==> src/rtl/bus_router_pkg.sv <==
// Shared types and constants for the bus router and its prefix decoder.
// The optional abort path is enabled by defining BUS_ROUTER_TIMEOUT_EN.
package bus_router_pkg;

  localparam int unsigned ADDR_W = 32;
  localparam int unsigned DATA_W = 32;
  localparam int unsigned MASK_W = 4;
  localparam int unsigned IRQ_W  = 6;
  localparam int unsigned CNT_W  = 16;

  // Read data returned on a decode miss or an aborted access
  localparam logic [DATA_W-1:0] ERR_DATA = 32'h0;

  typedef enum logic [1:0] {
    IDLE    = 2'd0,
    BUSY    = 2'd1,
    RECOVER = 2'd2
  } state_t;

  // Index width for n slaves; a single slave still needs one bit
  function automatic int unsigned idx_width(input int unsigned n);
    return (n > 1) ? $clog2(n) : 1;
  endfunction

endpackage

==> src/rtl/bus_prefix_decoder.sv <==
// Priority prefix matcher: the lowest-indexed slave whose masked prefix
// equals the masked address MSBs wins.
module bus_prefix_decoder
  import bus_router_pkg::*;
#(
  parameter int unsigned NUM_SLAVES   = 8,
  parameter int unsigned PREFIX_WIDTH = 12,
  parameter int unsigned IDX_W        = 3
) (
  input  logic [PREFIX_WIDTH-1:0]                 addr_prefix,
  input  logic [NUM_SLAVES-1:0][PREFIX_WIDTH-1:0] prefix,
  input  logic [NUM_SLAVES-1:0][PREFIX_WIDTH-1:0] prefix_mask,
  output logic                                    hit,
  output logic [NUM_SLAVES-1:0]                   onehot,
  output logic [IDX_W-1:0]                        idx
);

  logic [NUM_SLAVES-1:0] match;

  // Per-slave masked compare
  always_comb begin
    match = '0;
    for (int i = 0; i < NUM_SLAVES; i++) begin
      match[i] = ((addr_prefix & prefix_mask[i]) == (prefix[i] & prefix_mask[i]));
    end
  end

  // Lowest matching index wins
  always_comb begin
    hit    = 1'b0;
    onehot = '0;
    idx    = '0;
    for (int i = 0; i < NUM_SLAVES; i++) begin
      if (match[i] && !hit) begin
        hit       = 1'b1;
        onehot[i] = 1'b1;
        idx       = IDX_W'(i);
      end
    end
  end

endmodule

==> src/rtl/bus_router.sv <==
// Single-master to NUM_SLAVES address-decoded bus router with zero added
// latency on unstalled accesses. A stalled access locks the route to the
// selected slave until it completes. Define BUS_ROUTER_TIMEOUT_EN to abort
// accesses stalled for TIMEOUT_CYCLES busy cycles and drain via RECOVER.
module bus_router
  import bus_router_pkg::*;
#(
  parameter int unsigned NUM_SLAVES     = 8,
  parameter int unsigned PREFIX_WIDTH   = 12,
  parameter int unsigned TIMEOUT_CYCLES = 255
) (
  input  logic                                    clk,
  input  logic                                    rst,
  input  logic [ADDR_W-1:0]                       m_address,
  input  logic                                    m_read,
  input  logic                                    m_write,
  input  logic [DATA_W-1:0]                       m_data_wr,
  input  logic [MASK_W-1:0]                       m_mask,
  output logic                                    m_stall,
  output logic [DATA_W-1:0]                       m_data_rd,
  output logic [DATA_W-1:0]                       m_data_rd_2,
  output logic [IRQ_W-1:0]                        m_interrupt,
  output logic [ADDR_W-1:0]                       s_address,
  output logic [DATA_W-1:0]                       s_data_wr,
  output logic [MASK_W-1:0]                       s_mask,
  output logic [NUM_SLAVES-1:0]                   s_read,
  output logic [NUM_SLAVES-1:0]                   s_write,
  input  logic [NUM_SLAVES-1:0]                   s_stall,
  input  logic [NUM_SLAVES-1:0][DATA_W-1:0]       s_data_rd,
  input  logic [NUM_SLAVES-1:0][DATA_W-1:0]       s_data_rd_2,
  input  logic [NUM_SLAVES-1:0][IRQ_W-1:0]        s_interrupt,
  input  logic [NUM_SLAVES-1:0][PREFIX_WIDTH-1:0] prefix,
  input  logic [NUM_SLAVES-1:0][PREFIX_WIDTH-1:0] prefix_mask,
  output logic                                    bus_error,
  output logic [ADDR_W-1:0]                       err_address
);

  localparam int unsigned IDX_W = idx_width(NUM_SLAVES);

  // Elaboration-time parameter range checks
  if (NUM_SLAVES == 0 || NUM_SLAVES > 16) begin : g_bad_num_slaves
    $error("bus_router: NUM_SLAVES must be 1..16");
  end
  if (PREFIX_WIDTH == 0 || PREFIX_WIDTH > ADDR_W) begin : g_bad_prefix_width
    $error("bus_router: PREFIX_WIDTH must be 1..32");
  end
  if (TIMEOUT_CYCLES == 0 || TIMEOUT_CYCLES > 65535) begin : g_bad_timeout
    $error("bus_router: TIMEOUT_CYCLES must be 1..65535");
  end

  state_t                state_q, state_d;
  logic [IDX_W-1:0]      sel_q, sel_d;
  logic                  req, rd_req, wr_req;
  logic                  dec_hit;
  logic [NUM_SLAVES-1:0] dec_onehot;
  logic [IDX_W-1:0]      dec_idx;
  logic [NUM_SLAVES-1:0] grant;
  logic                  fwd_en;
  logic [IDX_W-1:0]      fwd_idx;
  logic                  recov_stall;
  logic                  miss;
  logic                  abort;
  logic [IRQ_W-1:0]      irq_or;

`ifdef BUS_ROUTER_TIMEOUT_EN
  logic [CNT_W-1:0]      cnt_q;
  logic [ADDR_W-1:0]     busy_addr_q;
`endif

  // Both strobes high is treated as a read
  assign req    = m_read | m_write;
  assign rd_req = m_read;
  assign wr_req = m_write & ~m_read;

  // Request payload is broadcast to every slave
  assign s_address = m_address;
  assign s_data_wr = m_data_wr;
  assign s_mask    = m_mask;

  bus_prefix_decoder #(
    .NUM_SLAVES   (NUM_SLAVES),
    .PREFIX_WIDTH (PREFIX_WIDTH),
    .IDX_W        (IDX_W)
  ) u_decoder (
    .addr_prefix (m_address[ADDR_W-1 -: PREFIX_WIDTH]),
    .prefix      (prefix),
    .prefix_mask (prefix_mask),
    .hit         (dec_hit),
    .onehot      (dec_onehot),
    .idx         (dec_idx)
  );

  // Next-state and route selection
  always_comb begin
    state_d     = state_q;
    sel_d       = sel_q;
    grant       = '0;
    fwd_en      = 1'b0;
    fwd_idx     = sel_q;
    recov_stall = 1'b0;
    miss        = 1'b0;
    abort       = 1'b0;
    unique case (state_q)
      IDLE: begin
        if (req) begin
          if (dec_hit) begin
            grant   = dec_onehot;
            fwd_en  = 1'b1;
            fwd_idx = dec_idx;
            if (s_stall[dec_idx]) begin
              state_d = BUSY;
              sel_d   = dec_idx;
            end
          end else begin
            miss = 1'b1;
          end
        end
      end
      BUSY: begin
        if (!s_stall[sel_q]) begin
          grant   = NUM_SLAVES'(1) << sel_q;
          fwd_en  = 1'b1;
          state_d = IDLE;
        end
`ifdef BUS_ROUTER_TIMEOUT_EN
        else if (cnt_q == CNT_W'(TIMEOUT_CYCLES)) begin
          abort   = 1'b1;
          state_d = RECOVER;
        end
`endif
        else begin
          grant  = NUM_SLAVES'(1) << sel_q;
          fwd_en = 1'b1;
        end
      end
`ifdef BUS_ROUTER_TIMEOUT_EN
      RECOVER: begin
        recov_stall = 1'b1;
        if (!s_stall[sel_q]) begin
          state_d = IDLE;
        end
      end
`endif
      default: state_d = IDLE;
    endcase
  end

  // Master-facing and strobe outputs; silent while idle or in reset
  always_comb begin
    s_read      = '0;
    s_write     = '0;
    m_stall     = 1'b0;
    m_data_rd   = ERR_DATA;
    m_data_rd_2 = ERR_DATA;
    if (!rst && req) begin
      s_read  = rd_req ? grant : '0;
      s_write = wr_req ? grant : '0;
      m_stall = recov_stall | (fwd_en & s_stall[fwd_idx]);
      if (fwd_en) begin
        m_data_rd   = s_data_rd[fwd_idx];
        m_data_rd_2 = s_data_rd_2[fwd_idx];
      end
    end
  end

  // Interrupt aggregation
  always_comb begin
    irq_or = '0;
    for (int i = 0; i < NUM_SLAVES; i++) begin
      irq_or = irq_or | s_interrupt[i];
    end
  end

  // State and locked-route register
  always_ff @(posedge clk) begin
    if (rst) begin
      state_q <= IDLE;
      sel_q   <= '0;
    end else begin
      state_q <= state_d;
      sel_q   <= sel_d;
    end
  end

`ifdef BUS_ROUTER_TIMEOUT_EN
  // Saturating busy-cycle counter and address of the outstanding access
  always_ff @(posedge clk) begin
    if (rst) begin
      cnt_q       <= '0;
      busy_addr_q <= '0;
    end else begin
      if (state_q == BUSY) begin
        if (cnt_q != '1) begin
          cnt_q <= cnt_q + CNT_W'(1);
        end
      end else begin
        cnt_q <= '0;
      end
      if (state_q == IDLE && state_d == BUSY) begin
        busy_addr_q <= m_address;
      end
    end
  end
`endif

  // Error pulse, error address and registered interrupt OR
  always_ff @(posedge clk) begin
    if (rst) begin
      m_interrupt <= '0;
      bus_error   <= 1'b0;
      err_address <= '0;
    end else begin
      m_interrupt <= irq_or;
      bus_error   <= miss | abort;
      if (miss) begin
        err_address <= m_address;
      end
`ifdef BUS_ROUTER_TIMEOUT_EN
      else if (abort) begin
        err_address <= busy_addr_q;
      end
`endif
    end
  end

endmodule

==> config.mk <==
export PLATFORM = sky130hd
export DESIGN_NAME = bus_router
export DESIGN_NICKNAME = d
export VERILOG_FILES = /design/src/rtl/bus_router_pkg.sv /design/src/rtl/bus_prefix_decoder.sv /design/src/rtl/bus_router.sv
export SDC_FILE = /design/constraint.sdc
export NUM_CORES = 1
export LEC_CHECK = 0
export BUFFER_PORTS_ARGS = -buffer_cell sky130_fd_sc_hd__clkbuf_2
export CAP_MARGIN = 10
export CORE_AREA = 10 10 394 396
export DETAILED_ROUTE_END_ITERATION = 12
export DIE_AREA = 0 0 404 406
export PLACE_DENSITY = 0.3
export SYNTH_ARGS = -nofsm -noshare
export SYNTH_HDL_FRONTEND = slang
export SYNTH_SLANG_ARGS = --single-unit
export TNS_END_PERCENT = 50
==> constraint.sdc <==
create_clock -name clk -period 6.5 [get_ports clk]
set_clock_uncertainty 0.05 [all_clocks]
set_input_delay 0.65 -clock clk [delete_from_list [all_inputs] [get_ports clk]]
set_output_delay 0.65 -clock clk [all_outputs]
set_load 0.03 [all_outputs]
; Word level (Yosys, flattened, before mapping)
; Index checks and enable logic that the tools add are counted.
[word_totals]
reg_bits = 44
output_inout_bits = 188
wordCells = 126
[op_classes]
bitwise_logic = 27
shift = 1
reduce_logical = 19
order_cmp = 3
n_eq_ne = 13
mux = 58
[ops]
columns = cell, count
row1 = 12-bit AND, 16
row2 = 32-bit binary-select mux with 3-bit select, 2
row3 = 32-bit two-way mux, 6
row4 = 12-bit equality test, 8
row5 = 8-bit two-way mux, 6
row6 = 6-bit OR, 7
row7 = 1-bit two-way mux, 25
row8 = 3-bit two-way mux, 7
row9 = 8-bit case mux with 2 select lines, 1
row10 = 3-bit by 4-bit < comparator with 1-bit output (second input constant), 3
row11 = 2-bit two-way mux, 6
row12 = 1-bit binary-select mux with 3-bit select, 3
row13 = 1-bit logical AND, 8
row14 = 1-bit logical NOT, 8
row15 = 2-bit inequality test (second input constant), 4
row16 = 4-bit AND reduction, 2
row17 = 1-bit by 3-bit left shift with 8-bit output (first input constant), 1
row18 = 2-bit case mux with 2 select lines, 1
row19 = 1-bit AND, 2
row20 = 2-bit by 1-bit equality test with 1-bit output (second input constant), 1
row21 = 2-bit logical NOT, 1
row22 = 1-bit case mux with 2 select lines, 1
row23 = 1-bit NOT, 1
row24 = 1-bit OR, 1

; Depth between registers and ports, before layout
; Gate-level depths: netlist of run 1.
[depth]
ltp_word = 31
depth_mapped = 14
depth_no_buf = 10

; Hierarchy
; A second synthesis of run 1 with hierarchy kept.
[unflattened]
cells_unflattened = 1456
hier_area_um2 = 8280.4
[by_module_without_submodules]
columns = module, seq_area_each_um2, n_inst, area_per_inst_um2, cells_per_inst
row1 = bus_router, 860.8, 1, 6698.9, 1253
row2 = bus_prefix_decoder, 0.0, 1, 1581.5, 203

; Least setup slack after synthesis of run 1
; Ideal clock, no wire load.
[synth_path]
kind = input to output
startpoint = input port m_address[29]
endpoint = output port m_stall
path_buffers = 4
cell_stages = 14
required_ns = 5.800
arrival_time_ns = 3.335
path_slack_ns = 2.465
cell_sequence = buf_4 > xor2_1 > a22oi_1 > nand2_1 > or3_1 > buf_2 > nand4_2 > o31a_2 > o2bb2ai_4 > buf_6 > buf_6 > o211ai_1 > o31a_1 > nor3_1
[synth_between]
elab_chain_len = 31
[synth_rtl]
columns = element, line_no
row1 = "start, declared", bus_router.sv:14  ; input logic [ADDR_W-1:0] m_address,
row2 = 12-bit AND, bus_prefix_decoder.sv:24  ; match[i] = ((addr_prefix & prefix_mask[i]) == (prefix[i] & prefix_mask[i]));
row3 = 12-bit equality test, bus_prefix_decoder.sv:24
row4 = 1-bit two-way mux, bus_prefix_decoder.sv:34  ; if (match[i] && !hit) begin
row5 = 1-bit logical NOT, bus_prefix_decoder.sv:34
row6 = 1-bit logical AND, bus_prefix_decoder.sv:34
row7 = 1-bit two-way mux, bus_prefix_decoder.sv:34
row8 = 1-bit logical NOT, bus_prefix_decoder.sv:34
row9 = 1-bit logical AND, bus_prefix_decoder.sv:34
row10 = [15 not listed], --
row11 = 3-bit two-way mux or 1-bit two-way mux (tied branches), bus_prefix_decoder.sv:34
row12 = 3-bit two-way mux, bus_router.sv:106  ; if (dec_hit) begin
row13 = 3-bit two-way mux, bus_router.sv:105  ; if (req) begin
row14 = 3-bit two-way mux, bus_router.sv:103  ; unique case (state_q)
row15 = 1-bit binary-select mux with 3-bit select, bus_router.sv:158  ; m_stall = recov_stall | (fwd_en & s_stall[fwd_idx]);
row16 = 1-bit two-way mux (not written as such), bus_router.sv:158
row17 = 1-bit AND *, bus_router.sv:158
row18 = 1-bit two-way mux *, bus_router.sv:155  ; if (!rst && req) begin
row19 = "end, declared", bus_router.sv:19  ; output logic m_stall,
; Mark *: on every way between the ends. The rest lies on a longest branch, timed or not. The select of a mux whose other input is x is not followed.

; Worst setup path after layout of run 1
[layout_path]
startpoint = input port m_address[21]
endpoint = output port m_data_rd_2[17]
[layout_between]
elab_chain_len = 31
[layout_rtl]
columns = element, line_no
row1 = 12-bit AND, bus_prefix_decoder.sv:24
row2 = 12-bit equality test, bus_prefix_decoder.sv:24
row3 = 1-bit two-way mux, bus_prefix_decoder.sv:34
row4 = 1-bit logical NOT, bus_prefix_decoder.sv:34
row5 = 1-bit logical AND, bus_prefix_decoder.sv:34
row6 = 1-bit two-way mux, bus_prefix_decoder.sv:34
row7 = 1-bit logical NOT, bus_prefix_decoder.sv:34
row8 = 1-bit logical AND, bus_prefix_decoder.sv:34
row9 = [15 not listed], --
row10 = 3-bit two-way mux or 1-bit two-way mux (tied branches), bus_prefix_decoder.sv:34
row11 = 3-bit two-way mux, bus_router.sv:106
row12 = 3-bit two-way mux, bus_router.sv:105
row13 = 3-bit two-way mux, bus_router.sv:103
row14 = 32-bit binary-select mux with 3-bit select, bus_router.sv:161  ; m_data_rd_2 = s_data_rd_2[fwd_idx];
row15 = 32-bit two-way mux (not written as such), bus_router.sv:161
row16 = 32-bit two-way mux *, bus_router.sv:159  ; if (fwd_en) begin
row17 = 32-bit two-way mux *, bus_router.sv:155
row18 = "end, declared", bus_router.sv:21  ; output logic [DATA_W-1:0] m_data_rd_2,
; Marks and branches as above.

==> flow_summary.json, run 1 <==
{
  "synth_top_family_by_area": "simple AND/OR/NAND/NOR gates",
  "synth.avg_cell_area_um2": 5.89,
  "grt_pass1_wl_um": 139000,
  "path_class": "in -> out",
  "wirelength_um": 108000,
  "cp_num_cells": 14,
  "htreeDepth": 2,
  "final_cell_mix": "clkbuf_2 (947), nand2_1 (477), nor2_1 (155)",
  "critPathBufInv": 4,
  "cts_setup_buffers": 0,
  "core_um2": 147000,
  "maxSlewViolCount": 0,
  "cts_resized": 0,
  "finish.utilization_pct": 10.5,
  "nets": 3113,
  "finalCritPeriodShare_pct": 87.8,
  "ctsLongestPathBuffers": 2,
  "dr_total_vias": 13900,
  "grt_start_max_net_pins": 61,
  "worstSetupStartpointType": "primary input",
  "layout_commonest_cell": "clkbuf_2",
  "slew_headroom_pct": 37.0,
  "cts_hold_buf": 0,
  "cpPeakStageDelay_ns": 0.67,
  "gp_congestion": 0.884,
  "dp.cells": 4204,
  "outcome": "completed",
  "initial_core_util_pct": 5.87,
  "required_ns": 5.80,
  "ys_async_sr_fraction_pct": 0,
  "max_cap_viol_count": 0,
  "drc": 0,
  "pin_count": 1020,
  "synth_cells": 1468,
  "worstPathArrival_ns": 5.01,
  "cts_sinks": 43,
  "insertion_delay_ns": 0.30,
  "wl_per_cell_um": 25.7,
  "max-vdd-ir-drop_v": 0.000104,
  "muxShareOfSynthArea_pct": 0.376,
  "r2r-start": "state_q[0]$_SDFFE_PP0P_",
  "synth-simple-area-share_pct": 47.7,
  "synth_edf_count": 0,
  "yosysWarnings": 0,
  "yosys_most_used_dff": "dfxtp_1",
  "drive_gt1_share_pct": 44.9,
  "antenna_found_initial": 46,
  "drtAntennaViolNets": 0,
  "clk_pin_slew_ns": 0.06,
  "syn-num-nets": 2300,
  "rsz0062_at_grt": "false",
  "setup-violations-final": 0,
  "fin_cells": 4223,
  "drtPass1Iterations": 5,
  "dp_hpwl_um": 97000,
  "hp-class": "reg -> reg",
  "area_growth_pct": 78.6,
  "numCtsBuffers": 5,
  "grt.total_usage_pct": 12.3,
  "worstPathCellList": "clkbuf_2 -> xor2_1 -> a22oi_1 -> nand2_1 -> nor3_2 -> nor4_4 -> a21oi_2 -> a2bb2oi_4 -> buf_12 -> buf_4 -> nand2_1 -> a31oi_1 -> and4_1 -> clkbuf_2",
  "p_leak_nw": 7.35,
  "cpMaxStageDelayCell": "a22oi_1",
  "synth_compound_area_share_pct": 19.2,
  "max_freq_mhz": 175,
  "ys_ff_latch": 43,
  "synth_area_um2": 8640,
  "vias_per_cell": 3.30,
  "r2r_slack_ns": 3.56,
  "r2r-end": "state_q[0]$_SDFFE_PP0P_",
  "grt_pass1_vias": 15000,
  "rows": 141,
  "synth_cell_types": 54,
  "critPathLaunch": "m_address[21]",
  "reg2reg_depth": 8,
  "synth_xor_area_share_pct": 9.73,
  "worst_pin_slew_ns": 0.942,
  "cts_tree": "done",
  "worst-path-max-fanout": 51,
  "portBuffers": 947,
  "die_area_um2": 164000,
  "final_hold_viol_count": 0,
  "drtIter0Drc": 771,
  "overflow": 0,
  "critical-path-top-delay-family": "compound AO/OA/AOI/OAI gates",
  "yosysSeqAreaShare_pct": 9.96,
  "critPathCaptureType": "output port",
  "die_w_um": 404,
  "synthAdderAreaFrac_pct": 0,
  "crit_end": "m_data_rd_2[17]",
  "die_y_um": 406,
  "powerDensity_nw_per_um2": 194,
  "period_minus_slack_ns": 5.71,
  "finalSetupTns_ns": 0,
  "root_buffer": "clkbuf_16"
}
[kinds of logic after synthesis]
| logic type | Yosys count |
|---|---|
| DFF | 43 |
| xor gates and xnor gates | 96 |
| and+or+nand+nor | 879 |
| AOI/OAI and AO/OA | 260 |
| buffers and inverters | 187 |
| muxes | 3 |
[worst min-delay path, stage by stage, from the launching register on]
cell     delay, ns
dfxtp_1       0.31
nand2_1       0.05
a21oi_1       0.05
[final cells by class]
class / count / area (um2)
Clock buffer: 6 / 129
Antenna cell: 11 / 27.5
Sequential cell: 43 / 861
Clock inverter: 2 / 12.5
Inverter: 1 / 3.75
Fill cell: 17700 / 132000
Timing Repair Buffer: 992 / 5280
Tap cell: 1930 / 2410
Multi-Input combinational cell: 1238 / 6710
[report_power, final]
| group | leakage (nW) | internal, W | switching (W) |
|---|---|---|---|
| clock | 0.0669 | 0.000143 | 0.000128 |
| sequential | 0.356 | 0.000298 | 0.0000245 |
| combinational | 6.93 | 0.000780 | 0.00162 |
| total | 7.35 | 0.00122 | 0.00178 |
[registers in the layout, indices dropped and copies added, names as in the netlist]
signal,count
err_address,32
bus_error,1
state_q,1
m_interrupt,6
sel_q,3
[per-stage QoR]
stage | hold WS, ns | setup slack, ns | cell area (um2) | total power, W
floorplan | 0.534 | 2.47 | 8640 | 0.00167
global placement | 0.391 | 0.568 | 15300 | 0.00283
detailed placement | 0.397 | 0.563 | 15300 | 0.00282
CTS | 0.407 | 0.544 | 15400 | 0.00310
global route | 0.427 | 0.387 | 15400 | 0.00327
finish | 0.403 | 0.794 | 15400 | 0.00300
[synth_stat cells, drive strengths merged (2+ instances only)]
cell type  instances  area share, %
a22oi             49            4.3
a211o              2           0.20
nand2            477             21
xor2              96            9.7
a31oi             67            4.8
a32oi              4           0.41
nor2b              8           0.58
or2                3           0.22
nor2             157            6.8
a31o               2           0.30
o211a              2           0.23
o211ai             4           0.35
nor3               8           0.69
o21ai             69            4.0
a21boi             2           0.17
nand4              5           0.43
a21oi             48            2.8
o31a               2           0.22
nand3b            65            5.6
clkbuf            32            1.4
buf              154             12
dfxtp             43             10
nor4              14            1.4
mux2               2           0.26
or3                6           0.43
and4              64            6.5
nand3             68            3.9
[how the worst min path moves through the flow]
stage | startpoint | endpoint | slack [ns] | cells past startpoint
after floorplan | state_q[0]$_SDFFE_PP0P_ | state_q[0]$_SDFFE_PP0P_ | 0.53 | 2
after global placement | err_address[10]$_SDFFE_PP0P_ | err_address[10]$_SDFFE_PP0P_ | 0.39 | 2
after detailed placement | err_address[17]$_SDFFE_PP0P_ | err_address[17]$_SDFFE_PP0P_ | 0.40 | 2
after CTS | err_address[17]$_SDFFE_PP0P_ | err_address[17]$_SDFFE_PP0P_ | 0.41 | 2
after global routing | err_address[2]$_SDFFE_PP0P_ | err_address[2]$_SDFFE_PP0P_ | 0.43 | 2
final | err_address[20]$_SDFFE_PP0P_ | err_address[20]$_SDFFE_PP0P_ | 0.40 | 2
[metal layers]
layer	routed length, um	global-route usage (%)
met1	45400	15.0
met2	54200	22.3
met3	7050	2.90
met4	1850	1.91
met5	27	0
(Power assumes the default switching activity.)
==> inputs of run 2 (changes only) <==
Clock period 6.5 ns to 4.8 ns, I/O delays scaled along.
==> run 2 against run 1 <==
Flip-flop and latch count unchanged. Core utilization up 0.47 points. Count of clock-buffer cells in the layout down 1. Cell count up 1.3%. Largest cell class unchanged. Register-to-register slack worse by 1.4 ns. Combinational power up 45%. Sequential power up 36%. Total power up 45%.
==> flow_summary.json, run 2 (same netlist as run 1, synthesis figures left out) <==
{
  "worstPathArrival_ns": 4.08,
  "htreeDepth": 2,
  "fin_ws_ns": 0.189,
  "grt.total_usage_pct": 12.4,
  "outcome": "completed",
  "die_y_um": 406,
  "dr_total_vias": 14400,
  "layout_commonest_cell": "clkbuf_2",
  "p_total_w": 0.00433,
  "cts_tree": "done",
  "critPathCaptureType": "output port",
  "numCtsBuffers": 5,
  "grt_pass1_wl_um": 140000,
  "dp_hpwl_um": 98800,
  "path_class": "in -> out",
  "wl_per_cell_um": 25.4,
  "cpMaxStageDelayCell": "buf_2",
  "initial_core_util_pct": 5.87,
  "gp_congestion": 0.877,
  "portBuffers": 947,
  "worst_pin_slew_ns": 0.732,
  "pin_count": 1020,
  "largest_reg_flops": 32,
  "top_regs": "err_address x32, m_interrupt x6, sel_q x3",
  "drtIter0Drc": 958,
  "core_um2": 147000,
  "root_buffer": "clkbuf_16",
  "pre_cts_ws_ns": -0.165,
  "clk_pin_slew_ns": 0.07,
  "insertion_delay_ns": 0.30,
  "p_leak_nw": 7.75,
  "antenna_found_initial": 69,
  "required_ns": 4.27,
  "drive_gt1_share_pct": 46.6,
  "crit_path_frequent_cell": "buf_12",
  "nets": 3176,
  "vias_per_cell": 3.35,
  "finish.utilization_pct": 11.0,
  "drtPass1Iterations": 5,
  "largest-register": "err_address",
  "die_area_um2": 164000,
  "drtAntennaViolNets": 0,
  "wirelength_um": 109000,
  "busiest_layer": "met2",
  "setup-violations-final": 0,
  "cpPeakStageDelay_ns": 0.41,
  "cts_sinks": 43,
  "final_cell_mix": "clkbuf_2 (943), nand2_1 (476), nor2_1 (154)",
  "rows": 141,
  "powerDensity_nw_per_um2": 268,
  "maxSlewViolCount": 0,
  "drc": 0,
  "met3_usage_pct": 3.34,
  "worstPathCellList": "buf_2 -> xor2_1 -> a22oi_1 -> nand4_1 -> nor2_2 -> nor4_4 -> a21oi_2 -> a2bb2oi_4 -> buf_12 -> buf_12 -> buf_12 -> nor2_1 -> o21ai_1 -> and4_1 -> clkbuf_2",
  "finalCritPeriodShare_pct": 96.1,
  "met2_usage_pct": 22.4,
  "max_freq_mhz": 217,
  "slew_headroom_pct": 51.2,
  "max-vdd-ir-drop_v": 0.000135,
  "worstSetupStartpointType": "primary input",
  "worst-path-max-fanout": 31,
  "grt_start_max_net_pins": 53,
  "period_minus_slack_ns": 4.61,
  "overflow": 0,
  "max_cap_viol_count": 0,
  "final_hold_viol_count": 0,
  "grt_pass1_vias": 15200,
  "hp-class": "in -> reg",
  "grt_use_met1_pct": 15.0,
  "ctsLongestPathBuffers": 2,
  "die_w_um": 404,
  "area_growth_pct": 86.7,
  "rsz0062_at_grt": "false"
}
==> run 2: repair_timing <==
action,in CTS,in global routing
pin swaps,0,1
hold buffers,0,0
buffers inserted,0,0
setup endpoints to repair,30,46
resized for setup,3,7
==> run 2: worst paths after layout <==
kind / start / to / slack, ns / depth (start not counted)
max: m_address[23] / m_data_rd_2[12] / 0.19 / 15
min: m_address[7] / err_address[7]$_SDFFE_PP0P_ / 0.36 / 3
max reg2reg: state_q[0]$_SDFFE_PP0P_ / sel_q[1]$_SDFFE_PP0P_ / 2.12 / 6
min reg2reg: err_address[21]$_SDFFE_PP0P_ / err_address[21]$_SDFFE_PP0P_ / 0.41 / 2
==> run 2: final cells by class <==
type	count	area [um2]
inverter	1	3.75
clock inverter	2	37.5
multi-input combinational	1238	6750
clock buffer	5	125
timing repair buffer	1055	5930
fill	17600	131000
sequential	43	861
antenna	6	15.0
tap	1930	2410
==> run 2: critical path, delay by kind of cell <==
kind | cells | cell delay, ns
AOI/OAI and AO/OA | 4 | 1.01
xor gates and xnor gates | 1 | 0.20
buffers and inverters | 5 | 1.14
and+or+nand+nor | 5 | 1.21
==> run 2: through the flow <==
step           area [um2]  hold slack (ns)  TNS, ns  std cells
3_5_place_dp        15900            0.397   -0.476       4267
5_1_grt             16100            0.370        0       4275
3_3_place_gp        15900            0.392    -2.93       4267
2_1_floorplan        8640            0.534        0       1468
6_report            16100            0.356        0       4280
4_1_cts             16100            0.338        0       4274
==> run 2: metal layers <==
layer	routed length, um	vias to the layer above	part of all wire (%)
li1	-	6722	-
met1	44500	6640	41
met2	54100	835	50
met3	8390	146	7.7
met4	1820	12	1.7
met5	80	-	0.073
==> run 2: power by group <==
part | switching, W | internal, W
Sequential | 0.0000347 | 0.000404
Clock | 0.000176 | 0.000244
Combinational | 0.00221 | 0.00127
Total | 0.00242 | 0.00191
